[config.mk]
export PLATFORM = sky130hd
export DESIGN_NAME = ram_arbiter
export DESIGN_NICKNAME = d
export VERILOG_FILES = /design/src/rtl/ram_arbiter.sv
export SDC_FILE = /design/constraint.sdc
export NUM_CORES = 1
export LEC_CHECK = 0
export BUFFER_PORTS_ARGS = -buffer_cell sky130_fd_sc_hd__buf_2
export CELL_PAD_IN_SITES_DETAIL_PLACEMENT = 0
export CELL_PAD_IN_SITES_GLOBAL_PLACEMENT = 1
export CORE_MARGIN = 1.5
export CORE_UTILIZATION = 46
export DETAILED_ROUTE_END_ITERATION = 8
export PLACE_DENSITY_LB_ADDON = 0.1
export SLEW_MARGIN = 20
export SYNTH_ARGS = -nofsm -noshare
export SYNTH_HDL_FRONTEND = slang
export SYNTH_SLANG_ARGS = --single-unit
[constraint.sdc]
create_clock -name clk_48 -period 2.43 [get_ports clk_48]
set_input_delay 0.243 -clock clk_48 [delete_from_list [all_inputs] [get_ports clk_48]]
set_output_delay 0.243 -clock clk_48 [all_outputs]
set_load 0.05 [all_outputs]
[src/rtl/ram_arbiter.sv]
// Single-port RAM arbiter: power-on clear sweep, then CPU / tape-loader sharing
// with a small write buffer that pre-empts the CPU only when it is full.
module ram_arbiter #(
  parameter int          AW         = 16,
  parameter logic [7:0]  CLEAR_VAL  = 8'hFF,
  parameter int          FIFO_DEPTH = 4
) (
  input  logic          clk_48,
  input  logic          reset,
  input  logic          cpu_cs,
  input  logic          cpu_we,
  input  logic [AW-1:0] cpu_addr,
  input  logic [7:0]    cpu_din,
  output logic          cpu_wait,
  output logic          cpu_rvalid,
  output logic [7:0]    cpu_dout,
  input  logic          tape_wr,
  input  logic [AW-1:0] tape_addr,
  input  logic [7:0]    tape_din,
  output logic          tape_full,
  output logic          tape_idle,
  output logic          tape_ovf,
  output logic          ram_ce,
  output logic          ram_we,
  output logic [AW-1:0] ram_a,
  output logic [7:0]    ram_d,
  input  logic [7:0]    ram_q,
  output logic          clear_busy
);

  localparam int             PW      = $clog2(FIFO_DEPTH);
  localparam int             CW      = PW + 1;
  localparam logic [CW-1:0]  DEPTH_C = CW'(FIFO_DEPTH);

  typedef enum logic {ST_CLEAR, ST_RUN} state_t;

  state_t          state, state_nxt;
  logic [AW-1:0]   clr_addr;
  logic [AW-1:0]   fifo_addr [FIFO_DEPTH];
  logic [7:0]      fifo_data [FIFO_DEPTH];
  logic [PW-1:0]   wr_ptr, rd_ptr;
  logic [CW-1:0]   count;
  logic            fifo_full, fifo_empty;
  logic            push, pop;
  logic            cpu_grant, tape_grant;
  logic            rd_pend, tape_on_ram;

  assign fifo_full  = (count == DEPTH_C);
  assign fifo_empty = (count == '0);
  assign push       = tape_wr && !fifo_full && !reset;
  assign pop        = tape_grant;

  assign tape_full  = fifo_full;
  assign tape_idle  = reset || (fifo_empty && !tape_on_ram);
  // Read data is only meaningful in the strobe cycle; zero otherwise.
  assign cpu_dout   = cpu_rvalid ? ram_q : 8'h00;

  // NOTE: reset here is synchronous, so it only appears inside the clocked block.
  always_ff @(posedge clk_48) begin
    if (reset) state <= ST_CLEAR;
    else       state <= state_nxt;
  end

  // NOTE: every output of this block gets a default first so no latch is inferred.
  always_comb begin
    state_nxt  = state;
    cpu_wait   = 1'b1;
    clear_busy = 1'b1;
    cpu_grant  = 1'b0;
    tape_grant = 1'b0;
    unique case (state)
      ST_CLEAR: begin
        if (clr_addr == '1) state_nxt = ST_RUN;
      end
      ST_RUN: begin
        clear_busy = 1'b0;
        if (fifo_full && cpu_cs) begin
          tape_grant = 1'b1;
        end else if (cpu_cs) begin
          cpu_grant = 1'b1;
          cpu_wait  = 1'b0;
        end else begin
          cpu_wait   = 1'b0;
          tape_grant = !fifo_empty;
        end
      end
      default: state_nxt = ST_CLEAR;
    endcase
    if (reset) begin
      cpu_wait   = 1'b1;
      clear_busy = 1'b1;
      cpu_grant  = 1'b0;
      tape_grant = 1'b0;
    end
  end

  // NOTE: the buffer storage carries no reset; count and pointers alone define validity.
  always_ff @(posedge clk_48) begin
    if (push) begin
      fifo_addr[wr_ptr] <= tape_addr;
      fifo_data[wr_ptr] <= tape_din;
    end
  end

  always_ff @(posedge clk_48) begin
    if (reset) begin
      clr_addr    <= '0;
      wr_ptr      <= '0;
      rd_ptr      <= '0;
      count       <= '0;
      tape_ovf    <= 1'b0;
      rd_pend     <= 1'b0;
      cpu_rvalid  <= 1'b0;
      tape_on_ram <= 1'b0;
      ram_ce      <= 1'b0;
      ram_we      <= 1'b0;
      ram_a       <= '0;
      ram_d       <= '0;
    end else begin
      rd_pend     <= cpu_grant && !cpu_we;
      cpu_rvalid  <= rd_pend;
      tape_on_ram <= tape_grant;

      // A write arriving at a full buffer is lost even if a slot frees this cycle.
      if (tape_wr && fifo_full) tape_ovf <= 1'b1;
      if (push) wr_ptr <= wr_ptr + 1'b1;
      if (pop)  rd_ptr <= rd_ptr + 1'b1;
      if (push && !pop)      count <= count + 1'b1;
      else if (pop && !push) count <= count - 1'b1;

      if (state == ST_CLEAR) begin
        clr_addr <= clr_addr + 1'b1;
        ram_ce   <= 1'b1;
        ram_we   <= 1'b1;
        ram_a    <= clr_addr;
        ram_d    <= CLEAR_VAL;
      end else if (cpu_grant) begin
        ram_ce <= 1'b1;
        ram_we <= cpu_we;
        ram_a  <= cpu_addr;
        ram_d  <= cpu_din;
      end else if (tape_grant) begin
        ram_ce <= 1'b1;
        ram_we <= 1'b1;
        ram_a  <= fifo_addr[rd_ptr];
        ram_d  <= fifo_data[rd_ptr];
      end else begin
        ram_ce <= 1'b0;
        ram_we <= 1'b0;
      end
    end
  end

endmodule

# Yosys cells after proc, flatten, opt, wreduce, memory -nomap -nowiden
# Memory sizes are Yosys's and may differ from the RTL's. A register that Yosys moved wholly into a read port is not among the register bits.
# Index checks and enable logic that the tools add are counted.
# word_totals
elab_cells,76
n_memories,2
register_bits,54
output_inout_bits,40
mem_bits_rw,96
input_bits,61
# classes
addsub,5
n_eq_ne,3
n_reduce_logical,18
mux,35
# mem_list
memory,depth,width,read_ports,rd_ports_with_merged_regs,wr,line,text
fifo_addr,4,16,1,1,1,39,logic [AW-1:0] fifo_addr [FIFO_DEPTH];
fifo_data,4,8,1,1,1,40,logic [7:0] fifo_data [FIFO_DEPTH];
# op_table
cell,n
two-way mux 16 bit,3
two-way mux 8 bit,4
two-way mux 1 bit,22
"adder 16 x 1 -> 16 bit, second input constant",1
"== test 16 bit, second input constant",1
logical AND 1 bit,8
two-way mux 2 bit,4
zero test 1 bit,7
two-way mux 3 bit,2
"adder 2 x 1 -> 2 bit, second input constant",2
"adder 3 x 1 -> 3 bit, second input constant",1
"== test 3 bit, second input constant",1
zero test 3 bit,1
"!= test 3 x 1 -> 1 bit, second input constant",1
"subtractor 3 x 1 -> 3 bit, second input constant",1
nonzero test 2 bit,1
logical OR 1 bit,1

# Depth between registers and ports, before layout
# depth
word_depth,9
mapped_depth,10
ltp_nobuf,9

# Worst setup path before layout
# Ideal clock, no wire load.
# synth_path
path_kind,register to output
start,reg count[0]
end,out tape_idle
path_slack_ps,110
t_arrival_ps,2077
path_buffers,0
stages_incl_launch_ff,2
t_required_ps,2187
cell_sequence,dfxtp_1 -> o41ai_1
# synth_via
elab_chain_cells,3
# synth_rtl
element,line,text
start: declaration,42,logic [CW-1:0] count;
start signal: assignment,128,if (push && !pop) count <= count + 1'b1;
start signal: assignment,129,else if (pop && !push) count <= count - 1'b1;
zero test 3 bit,49,assign fifo_empty = (count == '0);
logical AND 1 bit,54,assign tape_idle = reset || (fifo_empty && !tape_on_ram);
logical OR 1 bit,54,
end: declaration,21,"output logic tape_idle,"
# Every way passes these cells.

# Worst setup path in the final report
# layout_path
start,reg count[1]
end,reg count[2]
# layout_via
elab_cells_between_ends,20
classes_between,2 x add/sub; 1 x eq/ne; 6 x mux; 11 x reduce/logical
# layout_rtl
element,line,text
== test 3 bit *,48,assign fifo_full = (count == DEPTH_C);
zero test 1 bit *,50,assign push = tape_wr && !fifo_full && !reset;
logical AND 1 bit * (2 in a row),50,
net push,44,"logic push, pop;"
zero test 1 bit,129,
logical AND 1 bit,129,
nonzero test 2 bit (no source line),--,
# Mark *: on every way through the listed nets, which the timed path passes. The rest lies on a longest branch. The select of a mux whose other input is x is not followed.
# A chain may end at the register's enable or synchronous reset.

==> flow_summary.ini <==
[setup_path]
cp_cell_sequence = nor3b_2, nand2b_1, nor2_1, ha_1, inv_1, fa_1, xor2_1, or3_1, a21oi_1
arrival_ns = 2.58
slowest_delay_ns = 0.47
start_kind = register
critPathBufInv = 1
worstPathMaxFanout = 6
cpMaxStageDelayCell = dfxtp_1
required_ns = 2.78
crit_family = simple AND/OR/NAND/NOR gates
path_class = reg2reg
cp-end-kind = register

[synthesis]
synth_seq_cells = 152
ys.flop_type = edfxtp_1
synth-edff-count = 96
async_reset_ff_share_pct = 0
synth.distinct_cells = 48
synthesis.nets = 501
ys_warn_count = 0
netlist_area_sq_mm = 0.00620
syn_inst = 433
synth-seq-area-share_pct = 64.6
synth_area_per_cell_sq_um = 14.3

[cts]
cts.sinks = 152
cts-root-buf = clkbuf_16
cts_buffer_depth = 2
cts_tree = done
cts.clk_slew.worst_paths_ns = 0.06
htreeDepth = 4
clock_latency_ns = 0.42
post-cts-setup-buffer-count = 0
cts-buffers-inserted = 17

[sta]
setup_viol = 0
period_share_pct = 92.0
skew_ns = 0.00511
slew_viol_final = 0
finalSetupTns_ns = 0
tightestPinTransition_ns = 0.728
fin_hold_ws_ns = 0.0354
finalHoldViolations = 0
grt_setup_unrepaired = false
relSlewSlack_pct = 51.3
period_minus_slack_ns = 2.24
max_freq_ghz = 0.447

[flow_run]
max_cap_violations = 0

[global_routing]
met3_usage_pct = 5.12
grt_pass1_vias = 3979
grt_overflow = 0
antenna_found_initial = 1
grt_pass1_wl_um = 21200
top_usage_layer = met2
use_met1_pct = 26.2
grt_max_degree = 30
grt_use_total_pct = 20.0
globalRouteMet2Util_pct = 32.2

[finish]
layoutNonFillerInstCount = 733
fillers = 1089
fin_nets = 612
drive_gt1_share_pct = 31.1
diodes = 0
syn_to_final_growth_pct = 21.3
finalInstanceArea_sq_mm = 0.00751

[placed_design]
hpwl_um = 8910
place_congestion = 0.777
port_buffers = 100
dpl.cell_count = 700
dpl_cell_area_sq_mm = 0.00692

[status]
status = completed

[die]
io_pins = 101
core_sq_mm = 0.0132
die_h_um = 119
start_util_pct = 47.0
die_x_um = 119
fp-row-count = 42
fp.dieArea_sq_mm = 0.0142

[hold_path]
worst_hold_path_type = in2reg

[route]
wl_um = 13400
ant_nets = 0
viasPerCell = 5.34
drt_iter0_drc = 208
avgRoutedWirePerCell_um = 18.2
dr_total_vias = 3916
drc = 0
drt_pass1_iterations = 5

[pwr]
max-vdd-ir-drop_mv = 0.586
p_per_area_mw_per_mm2 = 770
power.leakage_nw = 2.76
-- cells by family (layout without fill, tap and decap cells) --
kind of cell               Yosys count  count (layout)  synth area share (%)
AOI/OAI and AO/OA                   91              91                  10.5
buffers and inverters               39             163                  3.01
DFF                                152             152                  64.6
adders and majority gates            7               7                  1.53
and+or+nand+nor                    101             101                  8.38
muxes                               27              27                  9.69
xor gates and xnor gates            16              16                  2.26
-- path summary, 6_finish.rpt --
kind	end	startpoint	slack [ns]	depth (start not counted)
hold reg to reg	cpu_rvalid	rd_pend	0.44	1
hold / removal	fifo_data[0][2]	tape_din[2]	0.04	1
setup / recovery	count[2]	count[1]	0.19	9
setup reg to reg	count[2]	count[1]	0.19	9
-- through the flow --
stage | total power [mW] | utilization, % | setup WS (ns)
detailed placement | 3.27 | 52.5 | 0.163
finish | 5.79 | 57.0 | 0.195
global placement | 3.26 | 52.5 | 0.290
floorplan | 3.12 | - | 0.110
CTS | 5.84 | 57.0 | 0.144
global route | 5.99 | 57.0 | 0.0173
-- per-layer routing --
layer  up-vias  wire (um)
li1       1881          -
met1      1936       6160
met2        77       6520
met3        20        484
met4         2        188
met5         -          7
-- cell type report --
cell class,count,area [sq um],area share (%)
clock buffers,17,425,5.66
clock inverters,15,155,2.06
inverters,12,45.0,0.599
multi-input cells,242,2010,26.7
flip-flops and latches,152,4010,53.3
well taps,176,220,2.93
repair buffers,119,658,8.76
-- placed cells by master (no fill, tap or decap), types with 8 or more instances in the layout --
| cell type | n |
|---|---|
| buf_2 | 100 |
| edfxtp_1 | 96 |
| dfxtp_1 | 55 |
| nor2_1 | 32 |
| nand2_1 | 26 |
| o21a_1 | 18 |
| clkbuf_16 | 17 |
| buf_4 | 17 |
| mux4_2 | 16 |
| o21ai_0 | 16 |
| and2_1 | 13 |
| a211oi_1 | 13 |
| o2bb2ai_1 | 13 |
| inv_1 | 12 |
| a21oi_1 | 10 |
| xor2_1 | 10 |
| mux4_1 | 8 |
| a311oi_1 | 8 |
-- report_power, final --
group | total [mW] | switching, mW | leakage, nW | internal [mW]
Clock | 2.58 | 1.12 | 0.279 | 1.45
Combinational | 0.346 | 0.215 | 1.15 | 0.131
Sequential | 2.86 | 0.0387 | 1.33 | 2.83
-- flip-flops by register name (all words and copies together), names as in the netlist, named ones only --
register / flops
ram_we: 1
tape_on_ram: 1
clr_addr: 16
fifo_data: 32
ram_ce: 1
fifo_addr: 64
rd_ptr: 2
ram_d: 8
tape_ovf: 1
count: 3
cpu_rvalid: 1
wr_ptr: 2
rd_pend: 1
ram_a: 16
state: 1
-- Yosys cell counts (8+ instances only) --
cell type / number / area [sq um]
mux4_2: 16 / 360
a21oi_1: 10 / 50.1
buf_2: 11 / 55.1
o21a_1: 18 / 135
a211oi_1: 13 / 97.6
dfxtp_1: 56 / 1120
edfxtp_1: 96 / 2880
nand2_1: 26 / 97.6
o2bb2ai_1: 13 / 114
nor2_1: 32 / 120
and2_1: 13 / 81.3
clkbuf_1: 10 / 37.5
o21ai_0: 16 / 80.1
inv_1: 12 / 45.0
mux4_1: 8 / 210
a311oi_1: 8 / 70.1
xor2_1: 10 / 87.6
-- what timing repair did --
item / CTS / global route
setup endpoints to repair: 0 / 1
hold buffers: 1 / 0
hold endpoints to repair: 1 / 0
gates resized for setup: 0 / 1
(Power assumes the default switching activity.)
